File: config.mk
export PLATFORM = sky130hd
export DESIGN_NAME = p2s_serial_arbiter
export DESIGN_NICKNAME = d
export VERILOG_FILES = /design/src/rtl/p2s_arb_pkg.sv /design/src/rtl/p2s_serial_arbiter_rr.sv /design/src/rtl/p2s_serial_arbiter.sv
export SDC_FILE = /design/constraint.sdc
export NUM_CORES = 1
export LEC_CHECK = 0
export CAP_MARGIN = 20
export CORE_ASPECT_RATIO = 0.5
export CORE_UTILIZATION = 28
export DETAILED_ROUTE_END_ITERATION = 10
export PLACE_DENSITY = 0.58
export SYNTH_ARGS = -nofsm -noshare
export SYNTH_HDL_FRONTEND = slang
export SYNTH_SLANG_ARGS = --single-unit
File: constraint.sdc
create_clock -name clk -period 2.2 [get_ports clk]
set_input_delay 0.44 -clock clk [delete_from_list [all_inputs] [get_ports clk]]
set_output_delay 0.44 -clock clk [all_outputs]
set_load 0.005 [all_outputs]
File: src/rtl/p2s_arb_pkg.sv
// Shared types and helpers for the p2s_serial_arbiter slice.
// Optional build macro: P2S_ARB_PARITY_EN adds one even-parity bit after the MSB.
package p2s_arb_pkg;

    typedef enum logic {
        IDLE  = 1'b0,
        SHIFT = 1'b1
    } state_t;

`ifdef P2S_ARB_PARITY_EN
    localparam int PARITY_BITS = 1;
`else
    localparam int PARITY_BITS = 0;
`endif

    // Upper bound on requesters supported by the round-robin search.
    localparam int RR_MAX_REQ = 32;

    // Round-robin pick: returns the first set request bit searching upward from
    // last+1, wrapping modulo num_req. Walking offsets from far to near means the
    // nearest requester is written last and wins. Returns last when nothing is set.
    function automatic int rr_next_idx(input logic [RR_MAX_REQ-1:0] req,
                                       input int num_req,
                                       input int last);
        int pick;
        int idx;
        pick = last;
        for (int off = RR_MAX_REQ; off >= 1; off--) begin
            if (off <= num_req) begin
                idx = last + off;
                if (idx >= num_req) begin
                    idx = idx - num_req;
                end
                if (req[idx]) begin
                    pick = idx;
                end
            end
        end
        return pick;
    endfunction

endpackage

File: src/rtl/p2s_serial_arbiter_rr.sv
// Combinational round-robin pick used by p2s_serial_arbiter.
// Build macro P2S_ARB_PARITY_EN has no effect on this block.
module p2s_rr_arbiter
    import p2s_arb_pkg::*;
#(
    parameter int NUM_REQ = 4,
    parameter int IDX_W   = $clog2(NUM_REQ)
) (
    input  logic [NUM_REQ-1:0] req,
    input  logic [IDX_W-1:0]   last_gnt,
    output logic [IDX_W-1:0]   winner,
    output logic               any_valid
);

    logic [RR_MAX_REQ-1:0] req_ext;

    // Widen the request vector to the search width and pick the next owner after last_gnt.
    always_comb begin
        req_ext                = '0;
        req_ext[NUM_REQ-1:0]   = req;
        winner                 = IDX_W'(rr_next_idx(req_ext, NUM_REQ, int'(last_gnt)));
        any_valid              = |req;
    end

endmodule

File: src/rtl/p2s_serial_arbiter.sv
// Round-robin shared LSB-first parallel-to-serial shifter.
// Build macro P2S_ARB_PARITY_EN: frames carry DATA_WIDTH+1 bits, the last being
// even parity (^word); otherwise frames are exactly DATA_WIDTH bits.
module p2s_serial_arbiter
    import p2s_arb_pkg::*;
#(
    parameter int NUM_REQ    = 4,
    parameter int DATA_WIDTH = 4
) (
    input  logic                          clk,
    input  logic                          resetn,
    input  logic [NUM_REQ-1:0]            req,
    input  logic [NUM_REQ*DATA_WIDTH-1:0] din,
    input  logic                          abort,
    output logic [NUM_REQ-1:0]            gnt,
    output logic                          dout,
    output logic                          dout_valid,
    output logic                          frame_start,
    output logic                          frame_last,
    output logic [$clog2(NUM_REQ)-1:0]    dout_src
);

    localparam int SRC_W     = $clog2(NUM_REQ);
    localparam int FRAME_LEN = DATA_WIDTH + PARITY_BITS;
    localparam int CNT_W     = $clog2(FRAME_LEN);

    state_t                 state_q, state_d;
    logic [FRAME_LEN-1:0]   shift_q, shift_d;
    logic [CNT_W-1:0]       count_q, count_d;
    logic [SRC_W-1:0]       last_gnt_q, last_gnt_d;
    logic [SRC_W-1:0]       src_q, src_d;
    logic [NUM_REQ-1:0]     gnt_q, gnt_d;

    logic [SRC_W-1:0]       winner;
    logic                   any_valid;
    logic [DATA_WIDTH-1:0]  sel_word;
    logic [FRAME_LEN-1:0]   load_word;
    logic                   is_last;
    logic                   do_load;

    p2s_rr_arbiter #(
        .NUM_REQ (NUM_REQ),
        .IDX_W   (SRC_W)
    ) u_rr (
        .req       (req),
        .last_gnt  (last_gnt_q),
        .winner    (winner),
        .any_valid (any_valid)
    );

    assign sel_word = din[winner*DATA_WIDTH +: DATA_WIDTH];

`ifdef P2S_ARB_PARITY_EN
    assign load_word = {^sel_word, sel_word};
`else
    assign load_word = sel_word;
`endif

    assign is_last = (count_q == CNT_W'(FRAME_LEN - 1));

    // Next-state logic: load a winner from IDLE or straight after the last bit, otherwise shift or drop to IDLE.
    always_comb begin
        state_d    = state_q;
        shift_d    = shift_q;
        count_d    = count_q;
        last_gnt_d = last_gnt_q;
        src_d      = src_q;
        gnt_d      = '0;
        do_load    = 1'b0;

        case (state_q)
            IDLE: begin
                if (!abort && any_valid) begin
                    do_load = 1'b1;
                end
            end
            SHIFT: begin
                if (abort) begin
                    state_d = IDLE;
                    shift_d = '0;
                    count_d = '0;
                end else if (is_last) begin
                    if (any_valid) begin
                        do_load = 1'b1;
                    end else begin
                        state_d = IDLE;
                        shift_d = '0;
                        count_d = '0;
                    end
                end else begin
                    shift_d = shift_q >> 1;
                    count_d = count_q + CNT_W'(1);
                end
            end
            default: begin
                state_d = IDLE;
                shift_d = '0;
                count_d = '0;
            end
        endcase

        if (do_load) begin
            state_d    = SHIFT;
            shift_d    = load_word;
            count_d    = '0;
            last_gnt_d = winner;
            src_d      = winner;
            gnt_d      = NUM_REQ'(1) << winner;
        end
    end

    // State registers; the RR pointer resets to the top index so requester 0 wins first.
    always_ff @(posedge clk or negedge resetn) begin
        if (!resetn) begin
            state_q    <= IDLE;
            shift_q    <= '0;
            count_q    <= '0;
            last_gnt_q <= SRC_W'(NUM_REQ - 1);
            src_q      <= '0;
            gnt_q      <= '0;
        end else begin
            state_q    <= state_d;
            shift_q    <= shift_d;
            count_q    <= count_d;
            last_gnt_q <= last_gnt_d;
            src_q      <= src_d;
            gnt_q      <= gnt_d;
        end
    end

    // Outputs are decoded from registered state so reset clears them immediately.
    always_comb begin
        dout        = (state_q == SHIFT) & shift_q[0];
        dout_valid  = (state_q == SHIFT);
        frame_start = (state_q == SHIFT) && (count_q == '0);
        frame_last  = (state_q == SHIFT) && is_last;
        dout_src    = src_q;
        gnt         = gnt_q;
    end

endmodule
==> flow_summary.yaml, run 1 <==
outcome:
  run_status: "finished, violations left"
  violations: "negative setup slack"
placement:
  portBuffers: 32
  gp_congestion: 0.786
  hpwlAfterDp_mm: 2.18
  place_ws_ns: -0.194
  dpl.cell_count: 208
timing:
  whs_ns: 0.501
  slew_violations: 0
  finClkSkew_ns: 0.00180
  fmax_ghz: 0.446
  min_period_ns: 2.24
  setup_tns_ns: -0.0420
  fin_crit_sh_pct: 102
  hold_viol_final: 0
  setup_viol: 1
  slew-limit-headroom_pct: 53.5
  finalWorstSetupSlack_ns: -0.0420
  tightest_slew_ns: 0.695
  rsz0062_at_grt: "true"
setup_path:
  cp-start-kind: "register"
  required_ns: 2.37
  worstPathArrival_ns: 2.41
  path_class: "reg -> reg"
  crit_fanout: 6
  endpoint_kind: "register"
finish:
  area_growth_pct: 59.3
  final_cells: 213
  drive_gt1_share_pct: 32.1
  n_antenna_cell: 0
  utilization_pct: 49.0
  finalNetCount: 193
die:
  pin_count: 33
  start_util_pct: 30.7
  dieWidth_um: 90.9
  row_count: 15
  core_sq_um: 3600
  die_area_sq_um: 4230
  die_h_um: 46.5
power_and_ir_drop:
  power_frac_comb_pct: 73.4
  peakVddDrop_v: 0.000585
  switching_share_pct: 40.7
  power_density_nw_per_um2: 1440
  intPower_mw: 1.50
  p_leak_nw: 0.738
  switching_power_mw: 1.03
  clockPowerShare_pct: 9.2
  seq_power_share_pct: 17.5
clocking:
  numCtsBuffers: 3
  cts_tree: "built"
  htree_levels: 1
  ctsRootBufferMaster: "clkbuf_8"
  cts_max_path_buffers: 2
  clock-sinks: 15
  clk_pin_slew_worst_paths_ns: 0.07
  hold_buffers: 0
  insertion_delay_ns: 0.25
routing:
  num_vias: 1008
  wirelength_mm: 2.83
  viasPerCell: 4.73
  ant_nets: 0
  wire_per_inst_um: 13.3
  initialDrtViolationCount: 22
  drc: 0
  drt_first_pass_iters: 4
synthesis:
  ys_seq_area_share_pct: 34.1
  yosysTopAreaCell: "dfrtp_1"
  ys_types: 44
  postSynthAreaPerCell_sq_um: 10.1
  synth_commonest_cells: "dfrtp_1 (13), nor2_1 (9), ha_1 (7), nand2_1 (7), inv_1 (6)"
  synth_top_area_share_pct: 29.4
  synth-edff-count: 0
  ys.flop_type: "dfrtp_1"
  synth-async-reset-ratio_pct: 100
  yosys-top-cells-area: "dfrtp_1 (29%), ha_1 (7.9%), dfstp_2 (4.7%)"
  synth_seq_cells: 15
  syn_nets: 140
  ys_warn_count: 0
  yosysMostFrequentCell: "dfrtp_1"
  syn_area_sq_um: 1110
  syn_inst: 110
grt:
  grt_max_degree: 16
  grtUsageTotal_pct: 14.2
  gr-total-overflow: 0
  grt_pass1_vias: 942
  grt_pass1_wl_mm: 4.45
  antenna_found_initial: 0
flow_run:
  maxCapViolations: 0
min_path:
  holdCritPathClass: "reg -> reg"
[per-stage QoR]
step	cell area (sq um)	total power, mW
6_report	1760	2.54
5_1_grt	1760	2.73
4_1_cts	1710	2.41
3_5_place_dp	1620	2.08
3_3_place_gp	1620	2.06
2_1_floorplan	1130	1.47
[layout make-up]
type | count | area [sq um]
Sequential cell | 15 | 378
Tap cell | 51 | 63.8
Multi-Input combinational cell | 87 | 782
Fill cell | 346 | 1840
Timing Repair Buffer | 50 | 467
Clock buffer | 3 | 41.3
Clock inverter | 1 | 7.51
Inverter | 6 | 25.0
[critical path, stage by stage, from the launching register on]
cell      delay [ns]
dfstp_2         0.60
buf_8           0.15
mux2_2          0.36
mux2i_2         0.28
o211a_1         0.28
o211ai_1        0.10
and3b_2         0.22
o31ai_2         0.17
[power groups by stage]
stage / clock network [mW] / logic, mW / registers [mW]
final: 0.233 / 1.86 / 0.443
after global routing: 0.249 / 2.03 / 0.456
after CTS: 0.239 / 1.72 / 0.444
after detailed placement: 0 / 1.63 / 0.447
after global placement: 0 / 1.61 / 0.444
after floorplan: 0 / 1.01 / 0.457
[cell families after synthesis]
| family | after synthesis | share of synthesized area [%] |
|---|---|---|
| XOR/XNOR | 1 | 0.791 |
| AND/OR/NAND/NOR | 39 | 19.0 |
| adder cells (fa/ha/maj) | 7 | 7.91 |
| flip-flops | 15 | 34.1 |
| AO/OA/AOI/OAI | 29 | 21.2 |
| buffers and inverters | 8 | 3.39 |
| multiplexers | 11 | 13.6 |
[what timing repair did]
item	4_1_cts	5_1_grt
endpoints found under the hold margin	0	0
resized for setup	7	8
setup endpoints to repair	4	7
pin swaps	1	2
setup buffers	0	1
[flip-flops by register name (all words and copies together) (netlist names)]
| register | flops |
|---|---|
| last_gnt_q | 2 |
| dout_valid | 1 |
| dout_src | 2 |
| shift_q | 4 |
| count_q | 2 |
| gnt | 4 |
[placed cells by master, fill, tap and decap left out, types with 2 or more instances in the layout]
| cell | instances |
|---|---|
| clkdlybuf4s50_1 | 32 |
| o211ai_1 | 4 |
| mux2_2 | 2 |
| a22oi_1 | 3 |
| buf_4 | 16 |
| mux2i_1 | 3 |
| nand2b_1 | 2 |
| nand2_4 | 2 |
| and2_1 | 3 |
| nand3_1 | 4 |
| clkbuf_8 | 3 |
| ha_1 | 6 |
| nor2b_1 | 3 |
| dfrtp_1 | 13 |
| mux2i_2 | 2 |
| nor2_1 | 9 |
| inv_1 | 5 |
| mux4_2 | 2 |
| dfstp_2 | 2 |
| o21ai_0 | 5 |
| nand2_1 | 6 |
| a21bo_2 | 3 |
[final timing paths]
check                        endpoint  cells after the start           from  slack (ns)
max                        shift_q[3]                      7  last_gnt_q[0]       -0.04
max reg2reg                shift_q[3]                      7  last_gnt_q[0]       -0.04
min in group asynchronous      gnt[0]                      1         resetn        0.61
min reg2reg                shift_q[3]                      2     shift_q[3]        0.50
max in group asynchronous  count_q[0]                      1         resetn        1.15
min                        shift_q[3]                      2     shift_q[3]        0.50
[per-layer routing]
metal	vias to the layer above	GRT usage, %	wire, um
li1	505	-	-
met1	475	18.9	1360
met2	24	23.5	1310
met3	4	3.63	131
met4	0	3.81	27
met5	-	0	0
No activity file was read; power rests on OpenSTA's default activity.
==> run 2: changes to the inputs <==
Settings changed: SETUP_SLACK_MARGIN set to 0.02.
==> run 2 against run 1 <==
Net effect:
- the flow still finishes with violations (negative setup slack)
- die area did not move
- final cell count did not move
- maximum frequency did not move
- routed wire length did not move
- total power did not move
- non-clock buffer count did not move
- worst setup slack did not move
- critical path type unchanged
- largest power group unchanged
==> flow_summary.yaml, run 2 (same netlist as run 1, synthesis figures left out) <==
routing:
  drt_first_pass_iters: 4
  viasPerCell: 4.73
  num_vias: 1008
  wire_per_inst_um: 13.3
  initialDrtViolationCount: 19
  ant_nets: 0
  wirelength_mm: 2.83
  drc: 0
timing:
  finalWorstSetupSlack_ns: -0.0420
  min_period_ns: 2.24
  whs_ns: 0.501
  setup_viol: 1
  tightest_slew_ns: 0.695
  fmax_ghz: 0.446
  slew-limit-headroom_pct: 53.5
  hold_viol_final: 0
  slew_violations: 0
  fin_crit_sh_pct: 102
  rsz0062_at_grt: "true"
  finClkSkew_ns: 0.00180
flow_run:
  maxCapViolations: 0
finish:
  seqCellArea_sq_um: 378
  area_growth_pct: 59.3
  final_cells: 213
  drive_gt1_share_pct: 32.1
  utilization_pct: 49.0
  layout_commonest_cell: "clkdlybuf4s50_1"
  n_antenna_cell: 0
  multi_input_area_sq_um: 782
  fillers: 346
  finalNetCount: 193
  final_cell_mix: "clkdlybuf4s50_1 (32), buf_4 (16), dfrtp_1 (13)"
clocking:
  htree_levels: 1
  ctsRootBufferMaster: "clkbuf_8"
  clk_pin_slew_worst_paths_ns: 0.07
  insertion_delay_ns: 0.25
  cts_max_path_buffers: 2
  clock-sinks: 15
  cts_tree: "built"
  numCtsBuffers: 3
setup_path:
  cp.depth: 7
  critPathLaunch: "last_gnt_q[0]"
  crit_fanout: 6
  cp-start-kind: "register"
  path_class: "reg -> reg"
  crit_path_end: "shift_q[3]"
  path_buf_inv: 1
  rr_worst_depth: 7
  r2r-start: "last_gnt_q[0]"
  worst_r2r_endpoint: "shift_q[3]"
  critPathTopFamily: "multiplexers"
  cp_slowest_cell: "dfstp_2"
  endpoint_kind: "register"
  worstPathArrival_ns: 2.41
  required_ns: 2.37
  cp_cell_sequence: "buf_8, mux2_2, mux2i_2, o211a_1, o211ai_1, and3b_2, o31ai_2"
  reg2reg_slack_ns: -0.04
  crit_path_max_incr_delay_ns: 0.60
grt:
  antenna_found_initial: 0
  grtUsageTotal_pct: 14.2
  grt_max_degree: 16
  grt_pass1_vias: 942
  gr-total-overflow: 0
  grt_pass1_wl_mm: 4.45
placement:
  dpl.cell_count: 208
  hpwlAfterDp_mm: 2.18
  gp_congestion: 0.786
  portBuffers: 32
  place_ws_ns: -0.194
die:
  start_util_pct: 30.7
  die_h_um: 46.5
  dieWidth_um: 90.9
  row_count: 15
  core_sq_um: 3600
  pin_count: 33
  die_area_sq_um: 4230
power_and_ir_drop:
  p_leak_nw: 0.738
  power_density_nw_per_um2: 1440
  peakVddDrop_v: 0.000585
outcome:
  run_status: "finished, violations left"
  violations: "negative setup slack"
min_path:
  holdCritPathClass: "reg -> reg"
run 2: cell counts in the layout (fill, tap and decap cells not counted):
No cell type changed its count.
run 2: timing repair:
action                     in CTS  in global routing
gates resized for setup         7                  8
setup endpoints to repair       4                  8
buffers inserted                0                  1
pin swaps                       1                  2
hold buffers                    0                  0
run 2: cell type report:
type                    instances  area share [%]
flip-flops and latches         15            21.4
repair buffers                 50            26.5
inverters                       6            1.42
multi-input cells              87            44.3
well taps                      51            3.62
clock inverters                 1           0.426
clock buffers                   3            2.34
run 2: power breakdown:
group          switching (mW)  internal, mW  total, mW  leakage (nW)
logic                   0.872         0.990       1.86         0.527
registers              0.0567         0.386      0.443         0.190
clock network           0.105         0.127      0.233        0.0217
total                    1.03          1.50       2.54         0.738
run 2: worst min-delay path by stage:
stage,start,cells after the start,to
after floorplan,resetn,0,count_q[0]
after global placement,shift_q[3],2,shift_q[3]
after detailed placement,shift_q[3],2,shift_q[3]
after CTS,shift_q[3],2,shift_q[3]
after global routing,shift_q[3],2,shift_q[3]
final,shift_q[3],2,shift_q[3]
run 2: through the flow:
| step | power, mW | setup TNS [ns] | area [sq um] |
|---|---|---|---|
| after detailed placement | 2.08 | -1.08 | 1620 |
| after floorplan | 1.47 | -0.0214 | 1130 |
| after CTS | 2.41 | -0.00140 | 1710 |
| after global routing | 2.73 | -0.378 | 1760 |
| after global placement | 2.06 | -0.733 | 1620 |
| final | 2.54 | -0.0420 | 1760 |
run 2: layer usage:
layer  track usage, %  vias up  wire (um)  share of wire, %
met5                0        -          0                 0
met4             3.81        0         27              0.95
met3             3.63        4        131               4.6
met2             23.5       24       1310                46
met1             18.9      475       1360                48
li1                 -      505          -                 -
run 2: worst min-delay path: cells and delay by family, from the launching register on:
| family | cells | cell delay (ns) |
|---|---|---|
| compound gates | 1 | 0.05 |
| flops | 1 | 0.35 |
| simple gates | 1 | 0.06 |
==> run 3: changes to the inputs <==
Settings changed: CTS_BUF_LIST set to sky130_fd_sc_hd__clkbuf_4 sky130_fd_sc_hd__clkbuf_8, PLACE_DENSITY 0.58 to not set, PLACE_DENSITY_LB_ADDON set to 0.08.
==> run 3 against run 2 <==
Net effect:
- the flow still finishes with violations (negative setup slack)
- core utilization down 1.1 points
- hold slack worse by 0.0055 ns
- worst setup slack better by 0.033 ns
- sequential cell count unchanged
- final cell count down 1.9%
- combinational power down 8%
- global-route usage down 0.28 points
- clock-buffer cell count unchanged
- critical path type unchanged
- largest cell class unchanged
- largest power group unchanged
==> flow_summary.yaml, run 3 (same netlist as run 1, synthesis figures left out) <==
timing:
  setup_viol: 1
  fmax_ghz: 0.453
  finClkSkew_ns: 0.00124
  min_period_ns: 2.21
  whs_ns: 0.496
  setup_tns_ns: -0.00866
  slew-limit-headroom_pct: 75.2
  rsz0062_at_grt: "true"
  finalWorstSetupSlack_ns: -0.00866
  fin_crit_sh_pct: 100
  hold_viol_final: 0
  tightest_slew_ns: 0.362
  slew_violations: 0
placement:
  gp_congestion: 0.755
  portBuffers: 32
  hpwlAfterDp_mm: 2.05
  dpl.cell_count: 205
clocking:
  hold_buffers: 0
  clk_pin_slew_worst_paths_ns: 0.07
  cts_tree: "built"
  cts_max_path_buffers: 2
  htree_levels: 1
  clock-sinks: 15
  insertion_delay_ns: 0.25
  ctsRootBufferMaster: "clkbuf_8"
  numCtsBuffers: 3
flow_run:
  maxCapViolations: 0
routing:
  wire_per_inst_um: 13.1
  drt_first_pass_iters: 4
  ant_nets: 0
  drc: 0
  num_vias: 984
  initialDrtViolationCount: 19
  viasPerCell: 4.71
  wirelength_mm: 2.74
grt:
  grtUsageTotal_pct: 13.9
  grt_max_degree: 16
  grt_pass1_vias: 911
  antenna_found_initial: 0
  gr-total-overflow: 0
  grt_pass1_wl_mm: 4.37
die:
  dieWidth_um: 90.9
  start_util_pct: 30.7
  core_sq_um: 3600
  pin_count: 33
  row_count: 15
  die_area_sq_um: 4230
  die_h_um: 46.5
power_and_ir_drop:
  power_frac_comb_pct: 71.7
  switching_power_uw: 995
  totalPowerFinal_mw: 2.40
  seq_power_share_pct: 18.4
  power_density_nw_per_um2: 1390
  switching_share_pct: 41.4
  intPower_mw: 1.41
  peakVddDrop_v: 0.000494
  p_leak_nw: 0.714
  clockPowerShare_pct: 10.0
setup_path:
  cp-start-kind: "register"
  critPathTopFamily: "compound AO/OA/AOI/OAI gates"
  cp_cell_sequence: "buf_4, ha_1, nand2_1, a21oi_1, o22ai_4, a21oi_4, and3b_2, o31ai_2"
  crit_path_max_incr_delay_ns: 0.60
  cp_slowest_cell: "dfstp_2"
  endpoint_kind: "register"
  crit_fanout: 8
  path_buf_inv: 1
  path_class: "reg -> reg"
  required_ns: 2.37
  worstPathArrival_ns: 2.38
finish:
  final_cells: 209
  utilization_pct: 47.8
  finalNetCount: 189
  final_cell_mix: "clkdlybuf4s50_1 (32), dfrtp_1 (13), buf_4 (13)"
  n_antenna_cell: 0
  layout_commonest_cell: "clkdlybuf4s50_1"
  drive_gt1_share_pct: 28.5
  area_growth_pct: 55.7
min_path:
  holdCritPathClass: "in -> async"
outcome:
  run_status: "finished, violations left"
  violations: "negative setup slack"
==> run 3: stage by stage <==
stage / setup WS [ns] / cell area [sq um]
after floorplan: -0.0214 / 1130
after global placement: -0.173 / 1610
after detailed placement: -0.171 / 1610
after CTS: -0.0178 / 1670
after global routing: -0.128 / 1720
final: -0.00866 / 1720
==> run 3: metal layers <==
| metal | GRT usage (%) | vias to the layer above | wire, um |
|---|---|---|---|
| met2 | 22.6 | 19 | 1240 |
| met1 | 19.2 | 463 | 1380 |
| met3 | 3.30 | 3 | 100 |
| li1 | - | 499 | - |
| met5 | 0 | - | 0 |
| met4 | 2.86 | 0 | 14 |
==> run 3: repair_timing <==
item | CTS | global route
endpoints found under the setup margin | 4 | 7
gates resized for setup | 1 | 9
buffers inserted | 0 | 0
gates cloned | 0 | 0
hold endpoints to repair | 0 | 0
==> run 3: path summary, 6_finish.rpt <==
| kind | end | cells past startpoint | startpoint | slack, ns |
|---|---|---|---|---|
| worst min-delay path | dout_src[0] | 2 | resetn | 0.50 |
| worst max-delay path | shift_q[3] | 8 | last_gnt_q[0] | -0.009 |
| min in group clk | shift_q[3] | 2 | shift_q[3] | 0.50 |
| max in group asynchronous | last_gnt_q[1] | 2 | resetn | 1.45 |
| worst min register to register | shift_q[3] | 2 | shift_q[3] | 0.50 |
| worst max register to register | shift_q[3] | 8 | last_gnt_q[0] | -0.009 |
==> run 3: area by class of cell <==
cell class | instances | area, sq um
inverter | 6 | 25.0
multi-input combinational | 87 | 771
tap | 51 | 63.8
fill | 364 | 1880
timing repair buffer | 46 | 438
clock inverter | 1 | 7.51
sequential | 15 | 378
clock buffer | 3 | 41.3
==> run 3: power by group through the flow <==
| stage | Sequential (mW) | Clock (mW) | Combinational [mW] |
|---|---|---|---|
| floorplan | 0.457 | 0 | 1.01 |
| global placement | 0.446 | 0 | 1.55 |
| detailed placement | 0.446 | 0 | 1.55 |
| CTS | 0.442 | 0.248 | 1.58 |
| global route | 0.453 | 0.261 | 1.88 |
| finish | 0.441 | 0.240 | 1.72 |
